**src/rtl/cpu_control_fsm.sv**
```systemverilog
// cpu_control_fsm
// Multi-cycle control unit for the 32-bit datapath. It sequences fetch,
// decode and execute, and drives the datapath strobes as a registered
// (Moore) control word.
//
// Parameters:
//   NREG          number of general registers (width of R_enableIn)
//   LINK_REG      register written by jal
//   MEM_HANDSHAKE 1: stall on Mem_ready; 0: memory is always ready
// Ports:
//   Clock, Reset_n  rising-edge clock, asynchronous active-low reset
//   IR              instruction register; opcode = IR[31:27]
//   Mem_ready       memory finished the current read or write
//   CON_ff          branch condition flip-flop
//   Stop / Start    halt at the next instruction boundary / resume from HALT
//   Ctrl            28 datapath strobes (bit map in the localparams below)
//   R_enableIn      one-hot register write enable (jal link write only)
//   Run             processor running
//   Illegal         sticky undefined-opcode flag
//   State           current state code
//
// Handshake: Mem_ready is sampled on the edge that would leave a waiting
// state (F1, ld T6, st T7); while it is low the state, and therefore the
// strobes, hold unchanged.
module cpu_control_fsm #(
    parameter int NREG          = 16,
    parameter int LINK_REG      = 15,
    parameter int MEM_HANDSHAKE = 1
) (
    input  logic            Clock,
    input  logic            Reset_n,
    input  logic [31:0]     IR,
    input  logic            Mem_ready,
    input  logic            CON_ff,
    input  logic            Stop,
    input  logic            Start,
    output logic [27:0]     Ctrl,
    output logic [NREG-1:0] R_enableIn,
    output logic            Run,
    output logic            Illegal,
    output logic [7:0]      State
);

    typedef enum logic [7:0] {
        S_RST  = 8'd0,
        S_F0   = 8'd1,
        S_F1   = 8'd2,
        S_F2   = 8'd3,
        S_DEC  = 8'd4,
        S_T3   = 8'd5,
        S_T4   = 8'd6,
        S_T5   = 8'd7,
        S_T6   = 8'd8,
        S_T7   = 8'd9,
        S_HALT = 8'd10
    } state_t;

    // Ctrl bit positions
    localparam int PCOUT = 0,  ZHIGHOUT = 1,  ZLOWOUT = 2,  MDROUT = 3;
    localparam int MARIN = 4,  PCIN = 5,      MDRIN = 6,    IRIN = 7;
    localparam int YIN = 8,    INCPC = 9,     READ = 10,    HIIN = 11;
    localparam int LOIN = 12,  HIOUT = 13,    LOOUT = 14,   ZHIGHIN = 15;
    localparam int ZLOWIN = 16, COUT = 17,    WRITE = 18,   GRA = 19;
    localparam int GRB = 20,   GRC = 21,      RIN = 22,     ROUT = 23;
    localparam int BAOUT = 24, CONIN = 25,    OUTPORTIN = 26, INPORTOUT = 27;

    localparam logic [4:0] OP_LD   = 5'b00000, OP_LDI  = 5'b00001;
    localparam logic [4:0] OP_ST   = 5'b00010, OP_ADD  = 5'b00011;
    localparam logic [4:0] OP_SUB  = 5'b00100, OP_SHR  = 5'b00101;
    localparam logic [4:0] OP_SHL  = 5'b00110, OP_ROR  = 5'b00111;
    localparam logic [4:0] OP_ROL  = 5'b01000, OP_AND  = 5'b01001;
    localparam logic [4:0] OP_OR   = 5'b01010, OP_ADDI = 5'b01011;
    localparam logic [4:0] OP_ANDI = 5'b01100, OP_ORI  = 5'b01101;
    localparam logic [4:0] OP_MUL  = 5'b01110, OP_DIV  = 5'b01111;
    localparam logic [4:0] OP_NEG  = 5'b10000, OP_NOT  = 5'b10001;
    localparam logic [4:0] OP_BR   = 5'b10010, OP_JR   = 5'b10011;
    localparam logic [4:0] OP_JAL  = 5'b10100, OP_IN   = 5'b10101;
    localparam logic [4:0] OP_OUT  = 5'b10110, OP_MFHI = 5'b10111;
    localparam logic [4:0] OP_MFLO = 5'b11000, OP_NOP  = 5'b11001;
    localparam logic [4:0] OP_HALT = 5'b11010;

    state_t            state_q, state_d;
    logic [4:0]        op_q, op_d;
    logic              stop_pending_q, stop_pending_d;
    logic              illegal_q, illegal_d;
    logic [27:0]       ctrl_q, ctrl_d;
    logic [NREG-1:0]   ren_q, ren_d;
    logic              run_q, run_d;
    logic              mem_rdy;
    logic              stop_now;
    logic              unused_ir;

    assign mem_rdy   = (MEM_HANDSHAKE == 0) ? 1'b1 : Mem_ready;
    assign unused_ir = ^IR[26:0];
    assign stop_now  = stop_pending_q | Stop;

    // Last execute state of each instruction.
    function automatic state_t last_state(input logic [4:0] op);
        case (op)
            OP_ADD, OP_SUB, OP_AND, OP_OR, OP_SHL, OP_SHR, OP_ROL, OP_ROR,
            OP_ADDI, OP_ANDI, OP_ORI, OP_LDI:   last_state = S_T5;
            OP_MUL, OP_DIV, OP_BR:              last_state = S_T6;
            OP_NEG, OP_NOT, OP_JAL:             last_state = S_T4;
            OP_LD, OP_ST:                       last_state = S_T7;
            default:                            last_state = S_T3;
        endcase
    endfunction

    // Strobes for a given state; evaluated on the next state so the
    // registered Ctrl matches the state the machine is entering.
    function automatic logic [27:0] decode_ctrl(input state_t st,
                                                input logic [4:0] op,
                                                input logic con);
        logic [27:0] c;
        c = '0;
        case (st)
            S_F0: begin c[PCOUT] = 1'b1; c[MARIN] = 1'b1; end
            S_F1: begin c[READ] = 1'b1; c[MDRIN] = 1'b1; end
            S_F2: begin
                c[MDROUT] = 1'b1; c[IRIN] = 1'b1; c[INCPC] = 1'b1; c[PCIN] = 1'b1;
            end
            S_T3: begin
                case (op)
                    OP_ADD, OP_SUB, OP_AND, OP_OR, OP_SHL, OP_SHR, OP_ROL, OP_ROR,
                    OP_MUL, OP_DIV, OP_ADDI, OP_ANDI, OP_ORI: begin
                        c[GRB] = 1'b1; c[ROUT] = 1'b1; c[YIN] = 1'b1;
                    end
                    OP_NEG, OP_NOT: begin
                        c[GRB] = 1'b1; c[ROUT] = 1'b1; c[ZHIGHIN] = 1'b1; c[ZLOWIN] = 1'b1;
                    end
                    OP_LDI, OP_LD, OP_ST: begin
                        c[GRB] = 1'b1; c[BAOUT] = 1'b1; c[YIN] = 1'b1;
                    end
                    OP_BR:   begin c[GRA] = 1'b1; c[ROUT] = 1'b1; c[CONIN] = 1'b1; end
                    OP_JR:   begin c[GRA] = 1'b1; c[ROUT] = 1'b1; c[PCIN] = 1'b1; end
                    OP_JAL:  c[PCOUT] = 1'b1;
                    OP_MFHI: begin c[GRA] = 1'b1; c[RIN] = 1'b1; c[HIOUT] = 1'b1; end
                    OP_MFLO: begin c[GRA] = 1'b1; c[RIN] = 1'b1; c[LOOUT] = 1'b1; end
                    OP_IN:   begin c[GRA] = 1'b1; c[RIN] = 1'b1; c[INPORTOUT] = 1'b1; end
                    OP_OUT:  begin c[GRA] = 1'b1; c[ROUT] = 1'b1; c[OUTPORTIN] = 1'b1; end
                    default: c = '0;
                endcase
            end
            S_T4: begin
                case (op)
                    OP_ADD, OP_SUB, OP_AND, OP_OR, OP_SHL, OP_SHR, OP_ROL, OP_ROR,
                    OP_MUL, OP_DIV: begin
                        c[GRC] = 1'b1; c[ROUT] = 1'b1; c[ZHIGHIN] = 1'b1; c[ZLOWIN] = 1'b1;
                    end
                    OP_NEG, OP_NOT: begin c[ZLOWOUT] = 1'b1; c[GRA] = 1'b1; c[RIN] = 1'b1; end
                    OP_ADDI, OP_ANDI, OP_ORI, OP_LDI, OP_LD, OP_ST: begin
                        c[COUT] = 1'b1; c[ZHIGHIN] = 1'b1; c[ZLOWIN] = 1'b1;
                    end
                    OP_BR:   begin c[PCOUT] = 1'b1; c[YIN] = 1'b1; end
                    OP_JAL:  begin c[GRA] = 1'b1; c[ROUT] = 1'b1; c[PCIN] = 1'b1; end
                    default: c = '0;
                endcase
            end
            S_T5: begin
                case (op)
                    OP_ADD, OP_SUB, OP_AND, OP_OR, OP_SHL, OP_SHR, OP_ROL, OP_ROR,
                    OP_ADDI, OP_ANDI, OP_ORI, OP_LDI: begin
                        c[ZLOWOUT] = 1'b1; c[GRA] = 1'b1; c[RIN] = 1'b1;
                    end
                    OP_MUL, OP_DIV: begin c[ZLOWOUT] = 1'b1; c[LOIN] = 1'b1; end
                    OP_LD, OP_ST:   begin c[ZLOWOUT] = 1'b1; c[MARIN] = 1'b1; end
                    OP_BR: begin c[COUT] = 1'b1; c[ZHIGHIN] = 1'b1; c[ZLOWIN] = 1'b1; end
                    default: c = '0;
                endcase
            end
            S_T6: begin
                case (op)
                    OP_MUL, OP_DIV: begin c[ZHIGHOUT] = 1'b1; c[HIIN] = 1'b1; end
                    OP_LD: begin c[READ] = 1'b1; c[MDRIN] = 1'b1; end
                    OP_ST: begin c[GRA] = 1'b1; c[ROUT] = 1'b1; c[MDRIN] = 1'b1; end
                    // Branch taken only when the condition flop is set.
                    OP_BR: begin c[ZLOWOUT] = con; c[PCIN] = con; end
                    default: c = '0;
                endcase
            end
            S_T7: begin
                case (op)
                    OP_LD: begin c[MDROUT] = 1'b1; c[GRA] = 1'b1; c[RIN] = 1'b1; end
                    OP_ST: begin c[MDROUT] = 1'b1; c[WRITE] = 1'b1; end
                    default: c = '0;
                endcase
            end
            default: c = '0;
        endcase
        return c;
    endfunction

    // Next-state logic and registered-output decode.
    always_comb begin
        state_d        = state_q;
        op_d           = op_q;
        stop_pending_d = stop_pending_q | Stop;
        illegal_d      = illegal_q;

        case (state_q)
            S_RST: begin
                if (stop_now) begin
                    state_d        = S_HALT;
                    stop_pending_d = 1'b0;
                end else begin
                    state_d = S_F0;
                end
            end
            S_F0:  state_d = S_F1;
            S_F1:  if (mem_rdy) state_d = S_F2;
            S_F2:  state_d = S_DEC;
            S_DEC: begin
                op_d = IR[31:27];
                if (IR[31:27] == OP_HALT) begin
                    state_d        = S_HALT;
                    stop_pending_d = 1'b0;
                end else if (IR[31:27] > OP_HALT) begin
                    state_d        = S_HALT;
                    illegal_d      = 1'b1;
                    stop_pending_d = 1'b0;
                end else begin
                    state_d = S_T3;
                end
            end
            S_T3, S_T4, S_T5, S_T6, S_T7: begin
                if ((state_q == S_T6 && op_q == OP_LD && !mem_rdy) ||
                    (state_q == S_T7 && op_q == OP_ST && !mem_rdy)) begin
                    state_d = state_q;
                end else if (state_q == last_state(op_q)) begin
                    // Instruction boundary: honour any pending stop here.
                    if (stop_now) begin
                        state_d        = S_HALT;
                        stop_pending_d = 1'b0;
                    end else begin
                        state_d = S_F0;
                    end
                end else begin
                    case (state_q)
                        S_T3:    state_d = S_T4;
                        S_T4:    state_d = S_T5;
                        S_T5:    state_d = S_T6;
                        default: state_d = S_T7;
                    endcase
                end
            end
            S_HALT: begin
                // A stop request while already halted is satisfied.
                stop_pending_d = 1'b0;
                if (Start && !Stop) state_d = S_F0;
            end
            default: state_d = S_RST;
        endcase

        ctrl_d = decode_ctrl(state_d, op_d, CON_ff);
        ren_d  = '0;
        if (state_d == S_T3 && op_d == OP_JAL) ren_d[LINK_REG] = 1'b1;
        run_d  = (state_d != S_RST) && (state_d != S_HALT);
    end

    always_ff @(posedge Clock or negedge Reset_n) begin
        if (!Reset_n) begin
            state_q        <= S_RST;
            op_q           <= '0;
            stop_pending_q <= 1'b0;
            illegal_q      <= 1'b0;
            ctrl_q         <= '0;
            ren_q          <= '0;
            run_q          <= 1'b0;
        end else begin
            state_q        <= state_d;
            op_q           <= op_d;
            stop_pending_q <= stop_pending_d;
            illegal_q      <= illegal_d;
            ctrl_q         <= ctrl_d;
            ren_q          <= ren_d;
            run_q          <= run_d;
        end
    end

    assign Ctrl       = ctrl_q;
    assign R_enableIn = ren_q;
    assign Run        = run_q;
    assign Illegal    = illegal_q;
    assign State      = state_q;

endmodule

```
**config.mk**
```make
export PLATFORM = sky130hd
export DESIGN_NAME = cpu_control_fsm
export DESIGN_NICKNAME = d
export VERILOG_FILES = /design/src/rtl/cpu_control_fsm.sv
export SDC_FILE = /design/constraint.sdc
export NUM_CORES = 1
export LEC_CHECK = 0
export CORE_MARGIN = 5
export CORE_UTILIZATION = 39
export CTS_CLUSTER_DIAMETER = 60
export DETAILED_ROUTE_END_ITERATION = 8
export PLACE_DENSITY = 0.71
export SETUP_SLACK_MARGIN = 0.3
export SYNTH_ARGS = -nofsm -noshare
export SYNTH_HDL_FRONTEND = slang
export SYNTH_SLANG_ARGS = --single-unit
```
**constraint.sdc**
```tcl
create_clock -name Clock -period 3.9 [get_ports Clock]
set_input_delay 0.585 -clock Clock [delete_from_list [all_inputs] [get_ports Clock]]
set_output_delay 0.585 -clock Clock [all_outputs]
set_load 0.03 [all_outputs]
```
### After elaboration in Yosys (flattened, before gate mapping)

Memory sizes are Yosys's and may differ from the RTL's.
Index checks and enable logic that the tools add are counted.

* memory bits (read-only): 128
* logic and storage cells: 143
* input port bits: 38
* memories kept: 1
* bits in registers: 45
* output and inout bits: 54

Memories
* (no name shown): words 32, bits a word 4, read ports 1, clocked after memory_dff 0, wr ports 0, line 99 `case (op)`

* bitwise gates (word level): 2
* multiplexer cells: 55
* reductions and logical operators: 31
* $lt $le $gt $ge: 1
* equal/unequal tests: 46

Operators by type and width (number)
* 17-bit one-hot mux with 5 select lines: 1
* 8-bit by 3-bit == test with 1-bit output, second input constant: 7
* 8-bit one-hot mux with 7 select lines: 1
* 5-bit == test, second input constant: 10
* 8-bit two-way mux: 6
* 5-bit by 4-bit == test with 1-bit output, second input constant: 8
* 8-bit by 4-bit == test with 1-bit output, second input constant: 5
* 18-bit OR reduction: 2
* 8-bit by 2-bit == test with 1-bit output, second input constant: 4
* 1-bit two-way mux: 30
* 5-bit by 3-bit == test with 1-bit output, second input constant: 4
* 8-bit by 1-bit == test with 1-bit output, second input constant: 2
* 16-bit OR reduction: 1
* 5-bit by 2-bit == test with 1-bit output, second input constant: 3
* 4-bit two-way mux: 3
* 4-bit one-hot mux with 3 select lines: 1
* 12-bit OR reduction: 1
* 6-bit OR reduction: 2
* 11-bit OR reduction: 1
* 5-bit logical NOT: 2
* 1-bit one-hot mux with 2 select lines: 5
* 10-bit OR reduction: 1
* 3-bit OR reduction: 3
* 8-bit == test: 1
* 19 further kinds: 31

### Logic depth before layout (Yosys ltp)

* depth after elaboration: 13
* gate-level depth with buffers: 11
* depth with buffers taken out: 8

### Worst setup path before layout

Ideal clock, no wire load.

* path kind: reg2reg
* from: register state_q[4] (netlist: State[4])
* to: register ctrl_q[17] (netlist: Ctrl[17])
* data arrival time: 2.934 ns
* path slack: 0.888 ns
* buffers on the path: 1
* period minus slack after synthesis: 3.012 ns
* cell stages (with the launch flop): 9
* library setup time: 0.078 ns
* required time: 3.822 ns
* path through: dfrtp_1 or4_4 buf_6 nor3_4 mux2i_2 clkinv_4 o31a_1 or4_1 a21oi_1

* elaborated cells between the ends (all ways): 41
* classes of those cells: eq/ne: 22; mux: 10; reduce/logical: 9

RTL lines
* start: declaration: line 82 `state_t state_q, state_d;`
* start signal: assignment: line 270 `state_q <= state_d;`
* 8-bit by 3-bit == test with 1-bit output *: line 200 `case (state_q)`
* 5-bit two-way mux *: line 200
* net op_d[2]: line 83 `logic [4:0] op_q, op_d;`
* 5-bit by 2-bit == test with 1-bit output (tied with other cells): line 145 `case (op)`
* 6-bit OR reduction: line 145
* 1-bit two-way mux: line 145
* 17-bit one-hot mux with 5 select lines *: line 116 `case (st)`
* net ctrl_d[17]: line 86 `logic [27:0] ctrl_q, ctrl_d;`
* end signal: assignment: line 274 `ctrl_q <= ctrl_d;`
* end: declaration: line 86

Mark *: on every way through the listed nets, which the timed path passes. The rest lies on a longest branch.
A chain may end at the register's enable or synchronous reset.

### Worst setup path in the final report

Ends and elaborated chain as after synthesis.

==> summary.md <==
| Metric | Value |
|---|---|
| Fmax | 0.311 GHz |
| Finished Layout Cells | 407 |
| Worst Skew | 11.4 ps |
| Gpl congestion | 0.898 |
| Post-Syn Area | 2630 um2 |
| PwrDens | around 270 nW/um2 |
| RSZ-0062 raised after global routing | false |
| Via density | about 5.9 |
| Top_reg_cell synth | dfrtp_1 |
| Average size of a mapped cell | 9.30 um2 |
| Cells after Synth | 283 |
| Fin Setup TNS | 0 ps |
| WL met1 | 2.96 mm |
| CTS tree | done |
| DRC | 0 |
| Highest routed layer | met4 |
| FP Rows | 30 |
| Crit Path Max Fanout | 10 |
| Worst Max-Slew Pin Slew | 971 ps |
| Share of cells above drive strength 1 | 0.107 |
| TritonCTS Sinks | 43 |
| Hold buffer count at cts | 0 |
| Crit path kind | reg2reg |
| Post-cts resize count | 0 |
| DR iter-0 viols | 243 |
| Max_cap viols | 0 |
| Total power | 853 uW |
| Post-synth ARST share | 1.00 |
| Slew Limit Headroom | 0.353 |
| Antenna violations before repair | 0 |
| Total number of vias | 2,385 |
| Outcome | finished, final reports clean |
| EDFF count, synth | 0 |
| # nets final | 364 |
| # setup viols final | 0 |
| Synth area leaders | dfrtp_1 (41%), buf_4 (4.8%), nand2_1 (3.3%) |
| Worst Reg2Reg Path Length in Cells | 7 |
| Footprint of the multi-input gates | 1360 um2 |
| Critical Path RT | 4120 ps |
| Finished Core Util | 0.480 |
| Worst hold margin | 414 ps |
| # IOs | 92 |
| Area leader, netlist | dfrtp_1 |
| Total GRT Usage | 0.165 |
| VDD IR-drop max | 0.000109 V |
| Initial core utilization | 0.394 |
| Die height | just over 90 um |
| Slew Limit Fails | 0 |
| Register area | 1080 um2 |
| Seq/Total Area, Yosys | 0.409 |
| First-pass GRT wire length | 11.3 mm |
| CP arrival | 3440 ps |
| CP endpoint kind | flop |
| Wire per inst | 17.2 um |
| Setup Fix Bufs, Post-CTS | 0 |
| Period utilization | 0.825 |
| Overflow after GRT | 0 |
| Port Buffers | 49 |
| Synth Warn # | 0 |
| FILL cells | ~650 |
| Crit Reg-Reg Startpoint | State[4] |
| Root Driver | clkbuf_8 |
| Routed Antenna Nets | 0 |
| Largest net degree at the start of global routing | 44 |
| Skew-Pair Late Insertion Delay | 300 ps |
| TritonCTS buffer count | 5 |
| Clock buffer depth | 2 |
| Die area | 8490 um2 |
| Reg2Reg Setup Slack | 680 ps |
| HP Class | in2async |
| Setup crit start kind | flop |
| H-tree levels | 2 |
| R2R Path End | Ctrl[17] |
| Die W | 92.2 um |
| Fin. Hold Viols | 0 |
| P&R area growth vs syn | 21.9% |
| P_leak | about 0.0014 uW |
| Synth top area share | 0.409 |
| Drt total wl | 6.99 mm |
| Met2 WL | 3.38 mm |
| Vias in the first global route | 2,212 |
| Ant. Diodes | 0 |
| Core Area | 6680 um2 |
| Reg clk slew, reported paths | approximately 90 ps |
| Placed insts | 399 |
| Number of library cell types mapped by synthesis | 68 |
| Number of synthesized register bits | 43 |
| Crit path time final | 3220 ps |
| Routed wl met3 | 520 um |
| Iteration count of the initial detailed-routing pass | 5 |
| Final HPWL DP | 5.09 mm |
-- layer usage --
| layer | vias up | track usage |
|---|---|---|
| met4 | 0 | 0.0545 |
| met3 | 17 | 0.0328 |
| met2 | 126 | 0.265 |
| met5 | - | 0 |
| met1 | 1157 | 0.224 |
| li1 | 1085 | - |
-- kinds of logic after synthesis --
group,count (synthesis),share of synthesized area
AO/OA/AOI/OAI,68,0.194
XOR/XNOR,6,0.0200
adder cells (fa/ha/maj),1,0.00380
buffers and inverters,47,0.101
flip-flops,43,0.409
multiplexers,11,0.0456
other,1,0.00142
AND/OR/NAND/NOR,106,0.225
-- placed cells by master, fill, tap and decap left out, types with 2 or more instances in the layout --
cell type / n
o21ai_0: 8
nand2_1: 23
nand4_1: 6
nor2_1: 23
nand3_1: 6
mux2i_1: 8
nand2b_1: 6
conb_1: 19
a21oi_1: 11
dfrtp_1: 43
a21o_1: 4
nor4_2: 3
clkbuf_8: 7
xor2_1: 2
o31a_1: 2
clkdlybuf4s50_1: 48
and3_1: 2
nor4b_1: 2
nor2b_1: 5
buf_4: 5
o31ai_1: 4
a311o_1: 2
a211o_1: 2
nor3_1: 8
o211ai_1: 7
a32oi_1: 4
nor4_1: 8
o221a_2: 2
xnor2_1: 4
nor2_4: 2
o22ai_1: 3
inv_1: 8
a311oi_1: 3
a31oi_1: 3
-- through the flow --
step                worst slack, ps  cell area (um2)
finish                          682             3210
floorplan                       888             2700
CTS                             705             3210
global placement                794             3100
detailed placement              742             3100
global route                    528             3210
-- report_power, final --
part / total [uW] / switching, uW / internal [uW]
registers: 454 / 4.67 / 449
clock network: 320 / 158 / 161
logic: 79.9 / 57.8 / 22.2
total: 853 / 221 / 633
-- worst max path at each step --
| stage | start | endpoint | slack, ps | cells after the start |
|---|---|---|---|---|
| after floorplan | State[4] | Ctrl[17] | 890 | 8 |
| after global placement | State[4] | Ctrl[17] | 790 | 7 |
| after detailed placement | State[4] | Ctrl[17] | 740 | 7 |
| after CTS | State[4] | Ctrl[17] | 710 | 7 |
| after global routing | State[4] | Ctrl[19] | 530 | 8 |
| final | State[4] | Ctrl[17] | 680 | 7 |
-- flip-flops by register name (all words and copies together), names as in the netlist --
signal          count
Ctrl               26
State               8
op_q                5
Illegal             1
R_enableIn          1
Run                 1
stop_pending_q      1
-- area by class of cell --
cell class / count / area share
Multi-Input combinational cell: 211 / 0.424
Inverter: 11 / 0.0144
Tap cell: 80 / 0.0312
Timing Repair Buffer: 54 / 0.163
Clock inverter: 1 / 0.00234
Sequential cell: 43 / 0.335
Clock buffer: 7 / 0.0300
-- worst max-delay path, cell delays in order (launching register included) --
cell and delay, ps:
dfrtp_1 410, or4_4 660, nor3_4 500, mux2i_2 480, clkinv_4 160, o31a_1 330
or4_1 400, a21oi_1 170
-- cell usage after synthesis (2+ instances only) --
cell type  instances
a32oi_1            4
o211ai_1           7
nand3_1            6
nor2b_1            5
nand2_1           23
and3_1             2
inv_1              8
o221a_2            2
xor2_1             2
a21oi_1           11
o31a_1             2
nor4b_1            2
clkbuf_1           7
nor2_1            23
nor2_4             2
a21o_1             4
mux2i_1            8
a31oi_1            3
o22ai_1            3
nor4_1             8
nor3_1             8
a311oi_1           3
nand4_1            6
buf_2             10
o31ai_1            4
dfrtp_1           43
xnor2_1            4
a311o_1            2
nand2b_1           6
buf_4             17
o21ai_0            8
a211o_1            2
nor4_2             3
No activity file was read; power rests on OpenSTA's default activity.
